File: src/rtl/eth_pkg.sv
// Shared definitions for the Ethernet ingress parser slice.
//   state_t      parser FSM states
//   DEF_*        default destination/source address tables (entry 0 in the low word)
//   pkt_word_t   FIFO word layout {eop, sop, data} at the default data width
//   csum_f       running XOR checksum step, wide enough for any supported DATA_WIDTH
package eth_pkg;

    typedef enum logic [2:0] {
        ST_IDLE,
        ST_SRC,
        ST_PAYLOAD,
        ST_EMIT,
        ST_DROP
    } state_t;

    localparam int          DEF_DATA_WIDTH = 32;
    localparam logic [63:0] DEF_PORT_ADDR  = {32'h0000EFEF, 32'h0000ABCD};
    localparam logic [63:0] DEF_SRC_ADDR   = {32'h00004567, 32'h00000123};

    // Checksum operands are zero-extended to this width and truncated back by the caller.
    localparam int CSUM_MAX_W = 128;

    typedef struct packed {
        logic                      eop;
        logic                      sop;
        logic [DEF_DATA_WIDTH-1:0] data;
    } pkt_word_t;

    function automatic logic [CSUM_MAX_W-1:0] csum_f(input logic [CSUM_MAX_W-1:0] acc,
                                                     input logic [CSUM_MAX_W-1:0] word);
        return acc ^ word;
    endfunction

endpackage

File: src/rtl/eth_pkt_buf.sv
// Packet store: MAX_WORDS x DATA_WIDTH, one write and one read port.
//   clr      restart both pointers; a write in the same cycle lands at address 0
//   wr_en    store wr_data at the current write pointer
//   rd_en    advance the read pointer
//   rd_data  word at the read pointer (combinational)
//   count    words stored so far
//   rd_idx   read pointer
//   full     MAX_WORDS stored; another write would overflow
module eth_pkt_buf
    import eth_pkg::*;
#(
    parameter int  DATA_WIDTH = 32,
    parameter int  MAX_WORDS  = 16,
    localparam int AW         = $clog2(MAX_WORDS)
) (
    input  logic                  clk,
    input  logic                  rstn,
    input  logic                  clr,
    input  logic                  wr_en,
    input  logic [DATA_WIDTH-1:0] wr_data,
    input  logic                  rd_en,
    output logic [DATA_WIDTH-1:0] rd_data,
    output logic [AW:0]           count,
    output logic [AW:0]           rd_idx,
    output logic                  full
);

    logic [DATA_WIDTH-1:0] mem [MAX_WORDS];
    logic [AW-1:0]         wr_addr;

    assign wr_addr = clr ? '0 : count[AW-1:0];
    assign rd_data = mem[rd_idx[AW-1:0]];
    assign full    = (count == (AW+1)'(MAX_WORDS));

    always_ff @(posedge clk) begin
        if (wr_en) begin
            mem[wr_addr] <= wr_data;
        end
    end

    always_ff @(posedge clk or negedge rstn) begin
        if (!rstn) begin
            count  <= '0;
            rd_idx <= '0;
        end else if (clr) begin
            count  <= (AW+1)'(wr_en);
            rd_idx <= '0;
        end else begin
            count  <= count + (AW+1)'(wr_en);
            rd_idx <= rd_idx + (AW+1)'(rd_en);
        end
    end

endmodule

File: src/rtl/eth_rx_parser.sv
// Ingress parser: validates dest/src of an incoming word stream, buffers the packet,
// then writes it plus a trailing XOR checksum word into the destination port FIFO.
//   clk, rstn            clock, asynchronous active-low reset
//   indata/in_valid      input word and qualifier; insop/ineop mark first/last word
//   in_ready             word accepted when in_valid & in_ready (low only while emitting)
//   fifo_full            per-port FIFO full; stalls emission
//   out_wr_en/out_port   write strobe and target FIFO index
//   out_data             {eop, sop, word}
//   pkt_cnt/drop_cnt     saturating packet-written / packet-dropped counters
module eth_rx_parser
    import eth_pkg::*;
#(
    parameter int                              DATA_WIDTH = 32,
    parameter int                              NUM_PORTS  = 2,
    parameter int                              MAX_WORDS  = 16,
    parameter logic [NUM_PORTS*DATA_WIDTH-1:0] PORT_ADDR  = DEF_PORT_ADDR,
    parameter int                              NUM_SRC    = 2,
    parameter logic [NUM_SRC*DATA_WIDTH-1:0]   SRC_ADDR   = DEF_SRC_ADDR,
    parameter int                              CNT_WIDTH  = 16,
    localparam int                             PW         = (NUM_PORTS > 1) ? $clog2(NUM_PORTS) : 1,
    localparam int                             AW         = $clog2(MAX_WORDS)
) (
    input  logic                  clk,
    input  logic                  rstn,
    input  logic [DATA_WIDTH-1:0] indata,
    input  logic                  in_valid,
    input  logic                  insop,
    input  logic                  ineop,
    output logic                  in_ready,
    input  logic [NUM_PORTS-1:0]  fifo_full,
    output logic                  out_wr_en,
    output logic [PW-1:0]         out_port,
    output logic [DATA_WIDTH+1:0] out_data,
    output logic [CNT_WIDTH-1:0]  pkt_cnt,
    output logic [CNT_WIDTH-1:0]  drop_cnt
);

    function automatic logic [CNT_WIDTH-1:0] sat_add(input logic [CNT_WIDTH-1:0] a,
                                                     input logic [1:0]           inc);
        logic [CNT_WIDTH:0] s;
        s = {1'b0, a} + (CNT_WIDTH+1)'(inc);
        return s[CNT_WIDTH] ? '1 : s[CNT_WIDTH-1:0];
    endfunction

    state_t                state, state_n;
    logic [DATA_WIDTH-1:0] csum, csum_n, csum_upd;
    logic [PW-1:0]         port_n, dest_idx;
    logic                  dest_hit, src_hit, accept, at_csum;
    logic                  buf_wr, buf_clr, buf_rd, buf_full, pkt_inc;
    logic [1:0]            drop_add;
    logic [DATA_WIDTH-1:0] buf_rd_data;
    logic [AW:0]           buf_count, buf_rd_idx;

    eth_pkt_buf #(
        .DATA_WIDTH (DATA_WIDTH),
        .MAX_WORDS  (MAX_WORDS)
    ) u_buf (
        .clk     (clk),
        .rstn    (rstn),
        .clr     (buf_clr),
        .wr_en   (buf_wr),
        .wr_data (indata),
        .rd_en   (buf_rd),
        .rd_data (buf_rd_data),
        .count   (buf_count),
        .rd_idx  (buf_rd_idx),
        .full    (buf_full)
    );

    assign in_ready = (state != ST_EMIT);
    assign accept   = in_valid && in_ready;
    assign csum_upd = DATA_WIDTH'(csum_f(CSUM_MAX_W'(csum), CSUM_MAX_W'(indata)));
    // The read pointer reaching the stored word count means the checksum slot is next.
    assign at_csum  = (buf_rd_idx == buf_count);

    always_comb begin
        dest_hit = 1'b0;
        dest_idx = '0;
        for (int i = 0; i < NUM_PORTS; i++) begin
            if (!dest_hit && indata == PORT_ADDR[i*DATA_WIDTH +: DATA_WIDTH]) begin
                dest_hit = 1'b1;
                dest_idx = PW'(i);
            end
        end
    end

    always_comb begin
        src_hit = 1'b0;
        for (int i = 0; i < NUM_SRC; i++) begin
            if (indata == SRC_ADDR[i*DATA_WIDTH +: DATA_WIDTH]) begin
                src_hit = 1'b1;
            end
        end
    end

    always_comb begin
        out_wr_en = (state == ST_EMIT) && !fifo_full[out_port];
        out_data  = '0;
        if (state == ST_EMIT) begin
            if (at_csum) begin
                out_data = {1'b1, 1'b0, csum};
            end else begin
                out_data = {1'b0, (buf_rd_idx == '0), buf_rd_data};
            end
        end
    end

    always_comb begin
        state_n  = state;
        csum_n   = csum;
        port_n   = out_port;
        buf_wr   = 1'b0;
        buf_clr  = 1'b0;
        buf_rd   = 1'b0;
        drop_add = 2'd0;
        pkt_inc  = 1'b0;
        if (accept && insop) begin
            // A sop always restarts parsing; an unfinished good packet counts as dropped.
            if (state == ST_SRC || state == ST_PAYLOAD) begin
                drop_add = 2'd1;
            end
            if (dest_hit && !ineop) begin
                buf_clr = 1'b1;
                buf_wr  = 1'b1;
                port_n  = dest_idx;
                csum_n  = indata;
                state_n = ST_SRC;
            end else begin
                // Unknown destination, or a one-word runt.
                drop_add = drop_add + 2'd1;
                state_n  = ineop ? ST_IDLE : ST_DROP;
            end
        end else begin
            case (state)
                ST_IDLE: ;
                ST_SRC: begin
                    if (accept) begin
                        if (ineop) begin
                            drop_add = 2'd1;
                            state_n  = ST_IDLE;
                        end else if (src_hit) begin
                            buf_wr  = 1'b1;
                            csum_n  = csum_upd;
                            state_n = ST_PAYLOAD;
                        end else begin
                            drop_add = 2'd1;
                            state_n  = ST_DROP;
                        end
                    end
                end
                ST_PAYLOAD: begin
                    if (accept) begin
                        if (buf_full) begin
                            drop_add = 2'd1;
                            state_n  = ineop ? ST_IDLE : ST_DROP;
                        end else begin
                            buf_wr  = 1'b1;
                            csum_n  = csum_upd;
                            state_n = ineop ? ST_EMIT : ST_PAYLOAD;
                        end
                    end
                end
                ST_EMIT: begin
                    if (out_wr_en) begin
                        buf_rd = 1'b1;
                        if (at_csum) begin
                            pkt_inc = 1'b1;
                            buf_clr = 1'b1;
                            csum_n  = '0;
                            state_n = ST_IDLE;
                        end
                    end
                end
                ST_DROP: begin
                    if (accept && ineop) begin
                        state_n = ST_IDLE;
                    end
                end
                default: state_n = ST_IDLE;
            endcase
        end
    end

    always_ff @(posedge clk or negedge rstn) begin
        if (!rstn) begin
            state    <= ST_IDLE;
            csum     <= '0;
            out_port <= '0;
            pkt_cnt  <= '0;
            drop_cnt <= '0;
        end else begin
            state    <= state_n;
            csum     <= csum_n;
            out_port <= port_n;
            pkt_cnt  <= sat_add(pkt_cnt, {1'b0, pkt_inc});
            drop_cnt <= sat_add(drop_cnt, drop_add);
        end
    end

endmodule

File: config.mk
export PLATFORM = sky130hd
export DESIGN_NAME = eth_rx_parser
export DESIGN_NICKNAME = d
export VERILOG_FILES = /design/src/rtl/eth_pkg.sv /design/src/rtl/eth_pkt_buf.sv /design/src/rtl/eth_rx_parser.sv
export SDC_FILE = /design/constraint.sdc
export NUM_CORES = 1
export LEC_CHECK = 0
export CAP_MARGIN = 20
export CORE_UTILIZATION = 46
export DETAILED_ROUTE_END_ITERATION = 10
export PLACE_DENSITY = 0.64
export SLEW_MARGIN = 25
export SYNTH_ARGS = -nofsm -noshare
export SYNTH_HDL_FRONTEND = slang
export SYNTH_SLANG_ARGS = --single-unit
File: constraint.sdc
create_clock -name clk -period 5.9 [get_ports clk]
set_input_delay 0.885 -clock clk [delete_from_list [all_inputs] [get_ports clk]]
set_output_delay 0.885 -clock clk [all_outputs]
set_load 0.02 [all_outputs]
==> run_summary.xml, run 1 <==
<?xml version="1.0" encoding="UTF-8"?>
<metrics>
  <group name="logic_synthesis">
    <metric name="synth.cells.most_frequent" unit="">512 x edfxtp_1, 160 x mux4_2, 128 x nand2_1, 78 x dfrtp_1, 52 x xor2_1</metric>
    <metric name="ys_dominant_reg_cell" unit="">edfxtp_1</metric>
    <metric name="synth_warnings" unit="">0</metric>
    <metric name="async_flop_share" unit="%">13.22</metric>
    <metric name="syn-cell-area" unit="um2">24980</metric>
    <metric name="syn_area_per_cell" unit="um2">18.50</metric>
    <metric name="synth_enable_flop_cells" unit="">512</metric>
    <metric name="sequential_element_share_of_the_synthesized_area" unit="%">69.37</metric>
    <metric name="synthDistinctLibCells" unit="">67</metric>
    <metric name="synth_top_cell_by_area" unit="">edfxtp_1</metric>
    <metric name="synth_largest_type_area_fraction" unit="%">61.55</metric>
    <metric name="synthesis.nets" unit="">1399</metric>
    <metric name="netlist_instances" unit="">1350</metric>
    <metric name="flip_flop_and_latch_count_after_synthesis" unit="">590</metric>
    <metric name="synth.most_common_cell" unit="">edfxtp_1</metric>
    <metric name="post_synth_main_area_contributors" unit="">edfxtp_1 62%, mux4_2 14%, dfrtp_1 7.8%</metric>
  </group>
  <group name="sta">
    <metric name="relSlewSlack" unit="%">36.90</metric>
    <metric name="highest_attainable_clock_frequency" unit="GHz">0.2024</metric>
    <metric name="setup_viol" unit="">0</metric>
    <metric name="finalClockSkew" unit="ps">23.41</metric>
    <metric name="hold_violation_total_from_the_final_report" unit="">0</metric>
    <metric name="timing.setup.tns" unit="ps">0</metric>
    <metric name="final.period_utilization" unit="%">83.75</metric>
    <metric name="finalWorstPathRequiredPeriod" unit="ps">4941</metric>
    <metric name="slew_violations" unit="">0</metric>
    <metric name="timing.final.ws_setup" unit="ps">958.7</metric>
    <metric name="rsz_0062_raised_after_global_routing" unit="">no</metric>
    <metric name="worst-slew-pin-transition" unit="ps">946.5</metric>
  </group>
  <group name="floorplanning">
    <metric name="core_area" unit="um2">53710</metric>
    <metric name="top_level_ports" unit="">108</metric>
    <metric name="die_area" unit="um2">55230</metric>
    <metric name="fp.dieH" unit="um">235.0</metric>
    <metric name="std_cell_rows" unit="">85</metric>
    <metric name="chipWidth" unit="um">235.0</metric>
    <metric name="start_util" unit="%">46.51</metric>
  </group>
  <group name="placement">
    <metric name="detailed_place_hpwl" unit="um">34960</metric>
    <metric name="placedInstanceArea" unit="um2">27250</metric>
    <metric name="gp_congestion" unit="">0.8067</metric>
    <metric name="pre_cts_setup_slack" unit="ps">601.3</metric>
    <metric name="buffer_ports.inserted" unit="">107</metric>
  </group>
  <group name="cells_and_area">
    <metric name="area_delta_synth_final" unit="%">17.93</metric>
    <metric name="finish.utilization" unit="%">54.85</metric>
    <metric name="diodes" unit="">0</metric>
    <metric name="final_net_count" unit="">1569</metric>
    <metric name="final_area" unit="um2">29460</metric>
    <metric name="layout-drive-gt1-share" unit="%">26.46</metric>
  </group>
  <group name="setup_path">
    <metric name="crit_slowest_cell" unit="">a21o_1</metric>
    <metric name="critical_path_cell_sequence" unit="">xor2_1 -&gt; nor3_1 -&gt; a21o_1 -&gt; buf_4 -&gt; o2bb2ai_1 -&gt; clkdlybuf4s50_1</metric>
    <metric name="startpoint_type" unit="">register</metric>
    <metric name="cp-end-kind" unit="">primary output</metric>
    <metric name="timing.critical_path.fanout_max" unit="">20</metric>
    <metric name="slowest_delay" unit="ps">710</metric>
    <metric name="crit_type" unit="">reg2out</metric>
    <metric name="cp_data_arrival_time" unit="ps">4060</metric>
    <metric name="critical_path_required" unit="ps">5020</metric>
  </group>
  <group name="clock_tree">
    <metric name="clock_tree.root_cell" unit="">clkbuf_16</metric>
    <metric name="tritoncts_buffer_count" unit="">61</metric>
    <metric name="cts_setup_buffers" unit="">0</metric>
    <metric name="cts.sink_count" unit="">590</metric>
    <metric name="clock_insertion_delay_worst_skew" unit="ps">630</metric>
    <metric name="tritoncts" unit="">built</metric>
    <metric name="clock_tree.buffer_depth" unit="">3</metric>
    <metric name="h-tree-depth" unit="">2</metric>
    <metric name="post_cts_hold_buffer_count" unit="">0</metric>
    <metric name="post_cts.resized_instances" unit="">0</metric>
    <metric name="path_clk_slew" unit="ps">60</metric>
  </group>
  <group name="detailed_routing">
    <metric name="dr.first_iter.drc_count" unit="">1070</metric>
    <metric name="route.detailed.drc" unit="">0</metric>
    <metric name="drt-wirelength-per-cell" unit="um">27.53</metric>
    <metric name="drt_pre_antenna_iters" unit="">6</metric>
    <metric name="drt-total-wl" unit="um">62430</metric>
    <metric name="route.vias.total" unit="">13530</metric>
    <metric name="route.antenna.remaining_nets" unit="">0</metric>
    <metric name="vias_per_cell" unit="">5.965</metric>
  </group>
  <group name="global_routing">
    <metric name="gr-total-overflow" unit="">0</metric>
    <metric name="grt_start_max_net_pins" unit="">132</metric>
    <metric name="grt_pass1_wl" unit="um">92050</metric>
    <metric name="initial_antenna_violation_count" unit="">0</metric>
    <metric name="grt_pass1_vias" unit="">13810</metric>
    <metric name="global_route.usage.total" unit="%">22.99</metric>
  </group>
  <group name="pwr">
    <metric name="power.density" unit="nW/um2">315.1</metric>
    <metric name="total_leakage_power" unit="nW">9.753</metric>
    <metric name="vdd_drop_max" unit="V">0.0002397</metric>
  </group>
  <group name="flow_run">
    <metric name="maxCapViolations" unit="">0</metric>
  </group>
  <group name="outcome">
    <metric name="run_status" unit="">finished, final reports clean</metric>
  </group>
  <group name="min_path">
    <metric name="holdCritPathClass" unit="">in2async</metric>
  </group>
</metrics>
-- path summary, 6_finish.rpt --
path                                           from                        end  slack [ps]  cells past startpoint
max in group asynchronous                      rstn  u_buf.rd_idx[1]$_DFF_PN0_        4580                      2
min in group clk               pkt_cnt[5]$_DFF_PN0_       pkt_cnt[5]$_DFF_PN0_         540                      2
setup / recovery           u_buf.count[2]$_DFF_PN0_                out_data[0]         960                      6
hold / removal                                 rstn       out_port$_DFFE_PN0P_         260                      1
hold reg to reg                pkt_cnt[5]$_DFF_PN0_       pkt_cnt[5]$_DFF_PN0_         540                      2
setup reg to reg               state[1]$_DFFE_PN0P_      drop_cnt[0]$_DFF_PN0_        1990                     13
-- state kept, by name, summed over array words and instances (netlist names) --
register	count
u_buf.mem	512
csum	32
drop_cnt	16
pkt_cnt	16
u_buf.count	5
u_buf.rd_idx	5
state	3
out_port	1
-- layer usage --
metal | wire length [um] | global-route usage [%] | vias up
met5 | 0 | 0 | -
li1 | - | - | 5790
met1 | 26180 | 31.96 | 7132
met4 | 1797 | 7.616 | 0
met2 | 30660 | 37.72 | 496
met3 | 3800 | 3.055 | 110
-- through the flow --
| stage | hold WS (ps) | std cells | total power [W] |
|---|---|---|---|
| floorplan | 535.2 | 1350 | 0.004991 |
| global placement | 506.2 | 2152 | 0.005232 |
| detailed placement | 528.4 | 2152 | 0.005244 |
| CTS | 248.8 | 2267 | 0.009357 |
| global route | 287.1 | 2268 | 0.009545 |
| finish | 261.4 | 2268 | 0.009282 |
-- power by group --
group	total [W]	leakage [nW]	internal [W]	switching, W
logic	0.000548	3.02	0.000203	0.000344
registers	0.00461	5.66	0.00456	0.0000483
clock network	0.00412	1.08	0.00251	0.00161
-- worst max-delay path: cells and delay by family, from the launching register on --
| kind | cells | cell delay, ps |
|---|---|---|
| AO/OA/AOI/OAI | 2 | 970 |
| XOR/XNOR | 1 | 120 |
| buffers and inverters | 2 | 1100 |
| flip-flops | 1 | 670 |
| AND/OR/NAND/NOR | 1 | 550 |
-- cell usage in the layout, fill, tap and decap left out, types with 4 or more instances in the layout --
master,synthesis,layout
o2bb2ai_1,33,33
xnor2_1,11,11
clkinv_2,0,13
dfrtp_1,78,74
nand3_1,23,23
and3_1,9,9
clkinv_4,0,4
o221ai_2,28,28
nor4_1,5,4
edfxtp_1,512,512
clkbuf_1,29,6
buf_4,4,72
bufinv_16,0,11
nor3_2,0,9
nor2_4,0,5
clkbuf_8,0,11
ha_1,9,9
nor4_4,7,9
clkinv_1,32,37
nor3_1,18,9
mux4_2,160,160
buf_12,0,7
nor2_1,34,29
nand2b_1,7,7
nand4_1,4,4
and4_1,4,4
clkbuf_16,0,61
o21ai_0,6,6
a21oi_1,9,8
nand2_1,128,128
clkdlybuf4s50_1,0,106
a2bb2oi_1,33,33
o221ai_1,4,4
inv_1,14,14
xor2_1,52,52
-- cell families after synthesis --
group | after synthesis | synth area share (%)
buffers and inverters | 124 | 2.510
AO/OA/AOI/OAI | 135 | 5.175
adder cells (fa/ha/maj) | 10 | 0.5310
AND/OR/NAND/NOR | 264 | 5.610
flip-flops | 590 | 69.37
XOR/XNOR | 63 | 2.209
multiplexers | 164 | 14.60
-- cell type report --
type / count / area, um2
Fill cell: 4066 / 24250
Sequential cell: 590 / 17340
Multi-Input combinational cell: 636 / 7153
Timing Repair Buffer: 185 / 1742
Clock buffer: 78 / 1700
Tap cell: 696 / 870.8
Clock inverter: 37 / 481.7
Inverter: 46 / 172.7
Note: power is estimated with default switching activity, not from simulation.
==> inputs of run 2 (changes only) <==
Settings changed: PLACE_DENSITY 0.64 to 0.67.
Clock period 5.9 ns to 4.2 ns, I/O delays scaled along.
==> run_summary.xml, run 2 (synthesized netlist as in run 1, its figures left out) <==
<?xml version="1.0" encoding="UTF-8"?>
<metrics>
  <group name="outcome">
    <metric name="run_status" unit="">finished, final reports clean</metric>
  </group>
  <group name="cells_and_area">
    <metric name="flip_flop_count_of_the_largest_register_all_copies_and_words_added" unit="">512</metric>
    <metric name="final_net_count" unit="">1611</metric>
    <metric name="mostFrequentLayoutCells" unit="">512 x edfxtp_1, 160 x mux4_2, 128 x nand2_1, 106 x clkdlybuf4s50_1, 99 x buf_4</metric>
    <metric name="biggest_regs" unit="">u_buf.mem (512), csum (32)</metric>
    <metric name="final_cells" unit="">2306</metric>
    <metric name="regMostFlops" unit="">u_buf.mem</metric>
    <metric name="diodes" unit="">0</metric>
    <metric name="area_delta_synth_final" unit="%">18.96</metric>
    <metric name="fillerInstances" unit="">4090</metric>
    <metric name="finish.utilization" unit="%">55.32</metric>
    <metric name="layout-drive-gt1-share" unit="%">27.39</metric>
    <metric name="final_common_cell" unit="">edfxtp_1</metric>
  </group>
  <group name="clock_tree">
    <metric name="tritoncts" unit="">built</metric>
    <metric name="cts.sink_count" unit="">590</metric>
    <metric name="post_cts_hold_buffer_count" unit="">0</metric>
    <metric name="clock_insertion_delay_worst_skew" unit="ps">610</metric>
    <metric name="h-tree-depth" unit="">2</metric>
    <metric name="path_clk_slew" unit="ps">60</metric>
    <metric name="clock_tree.root_cell" unit="">clkbuf_16</metric>
    <metric name="tritoncts_buffer_count" unit="">58</metric>
    <metric name="clock_tree.buffer_depth" unit="">3</metric>
  </group>
  <group name="sta">
    <metric name="relSlewSlack" unit="%">26.15</metric>
    <metric name="hold_violation_total_from_the_final_report" unit="">0</metric>
    <metric name="finalClockSkew" unit="ps">15.40</metric>
    <metric name="slew_violations" unit="">0</metric>
    <metric name="setup_viol" unit="">0</metric>
    <metric name="highest_attainable_clock_frequency" unit="GHz">0.2480</metric>
    <metric name="worst-slew-pin-transition" unit="ps">1104</metric>
    <metric name="finalWorstPathRequiredPeriod" unit="ps">4032</metric>
    <metric name="final.period_utilization" unit="%">95.99</metric>
    <metric name="rsz_0062_raised_after_global_routing" unit="">yes</metric>
  </group>
  <group name="detailed_routing">
    <metric name="drt_pre_antenna_iters" unit="">7</metric>
    <metric name="vias_per_cell" unit="">5.963</metric>
    <metric name="route.detailed.drc" unit="">0</metric>
    <metric name="drt-wirelength-per-cell" unit="um">26.29</metric>
    <metric name="dr.first_iter.drc_count" unit="">1292</metric>
    <metric name="route.antenna.remaining_nets" unit="">0</metric>
    <metric name="route.vias.total" unit="">13750</metric>
    <metric name="drt-total-wl" unit="um">60620</metric>
  </group>
  <group name="setup_path">
    <metric name="crit_type" unit="">reg2out</metric>
    <metric name="setup.worst_path.end" unit="">out_data[23]</metric>
    <metric name="cp-end-kind" unit="">primary output</metric>
    <metric name="crit-reg2reg-launch" unit="">u_buf.count[0]$_DFF_PN0_</metric>
    <metric name="ff2ff_path_depth" unit="">13</metric>
    <metric name="cp_data_arrival_time" unit="ps">3400</metric>
    <metric name="setup.reg_to_reg.worst_slack" unit="ps">770</metric>
    <metric name="worstReg2RegEnd" unit="">drop_cnt[1]$_DFF_PN0_</metric>
    <metric name="critical_path_required" unit="ps">3570</metric>
    <metric name="timing.critical_path.from" unit="">u_buf.rd_idx[1]$_DFF_PN0_</metric>
    <metric name="startpoint_type" unit="">register</metric>
    <metric name="timing.critical_path.fanout_max" unit="">25</metric>
  </group>
  <group name="placement">
    <metric name="gp_congestion" unit="">0.8242</metric>
    <metric name="buffer_ports.inserted" unit="">107</metric>
    <metric name="detailed_place_hpwl" unit="um">35950</metric>
    <metric name="placed_cells" unit="">2190</metric>
  </group>
  <group name="global_routing">
    <metric name="grt_pass1_vias" unit="">14160</metric>
    <metric name="gr-total-overflow" unit="">0</metric>
    <metric name="initial_antenna_violation_count" unit="">0</metric>
    <metric name="global_route.usage.total" unit="%">22.36</metric>
    <metric name="grt_start_max_net_pins" unit="">64</metric>
    <metric name="grt_pass1_wl" unit="um">90760</metric>
  </group>
  <group name="floorplanning">
    <metric name="top_level_ports" unit="">108</metric>
    <metric name="std_cell_rows" unit="">85</metric>
    <metric name="fp.dieH" unit="um">235.0</metric>
    <metric name="die_area" unit="um2">55230</metric>
    <metric name="core_area" unit="um2">53710</metric>
    <metric name="start_util" unit="%">46.51</metric>
    <metric name="chipWidth" unit="um">235.0</metric>
  </group>
  <group name="min_path">
    <metric name="holdCritPathClass" unit="">in2async</metric>
  </group>
  <group name="pwr">
    <metric name="total_leakage_power" unit="nW">9.856</metric>
    <metric name="vdd_drop_max" unit="V">0.0002830</metric>
    <metric name="power.density" unit="nW/um2">417.1</metric>
  </group>
  <group name="flow_run">
    <metric name="maxCapViolations" unit="">0</metric>
  </group>
</metrics>
==> run 2: worst min-delay path by stage <==
stage                           from                    end  slack, ps
2_1_floorplan                   rstn    csum[0]$_DFFE_PN0P_        330
5_1_grt                         rstn  pkt_cnt[10]$_DFF_PN0_        200
3_5_place_dp   pkt_cnt[12]$_DFF_PN0_  pkt_cnt[12]$_DFF_PN0_        510
4_1_cts                         rstn  pkt_cnt[10]$_DFF_PN0_        170
3_3_place_gp   pkt_cnt[12]$_DFF_PN0_  pkt_cnt[12]$_DFF_PN0_        510
6_report                        rstn  pkt_cnt[10]$_DFF_PN0_        140
==> run 2: worst max-delay path: stages, from the launching register on <==
cell and delay [ps]:
dfrtp_4 650, xor2_1 240, nor2_1 210, nand2_1 120, nor2_4 380, buf_4 310
o2bb2ai_1 220, clkdlybuf4s50_1 680
==> run 2: area by class of cell <==
class / count / area, um2 / area share, %
clock inverters: 35 / 340.3 / 1.145
inverters: 46 / 172.7 / 0.5811
well taps: 696 / 870.8 / 2.931
multi-input cells: 636 / 7168 / 24.12
flip-flops and latches: 590 / 17340 / 58.35
clock buffers: 73 / 1528 / 5.142
repair buffers: 230 / 2296 / 7.727
==> run 2: through the flow <==
step	area (um2)	hold slack, ps	setup TNS [ps]	total power (W)	setup slack, ps
after floorplan	24990	334.4	-88630	0.007011	-352.6
after global placement	27770	505.6	-2807	0.007386	-205.4
after detailed placement	27770	512.9	-2725	0.007405	-202.4
after CTS	29640	167.2	0	0.01248	13.93
after global routing	29710	201.0	-5.348	0.01275	-5.348
final	29710	142.9	0	0.01239	168.4
==> run 2: timing repair <==
action	CTS	global route
buffers inserted	0	8
resized for setup	1	1
setup endpoints to repair	6	20
==> run 2: report_power, final <==
| part | switching, W | total (W) | internal (W) |
|---|---|---|---|
| combinational | 0.000488 | 0.000814 | 0.000326 |
| sequential | 0.0000631 | 0.00647 | 0.00641 |
| clock | 0.00217 | 0.00511 | 0.00294 |
| total | 0.00272 | 0.0124 | 0.00967 |
==> run 2: per-layer routing <==
metal	part of all wire (%)	track usage (%)
met1	42	30.78
met2	50	37.02
met4	2.6	6.539
met5	0	0
met3	5.8	3.524
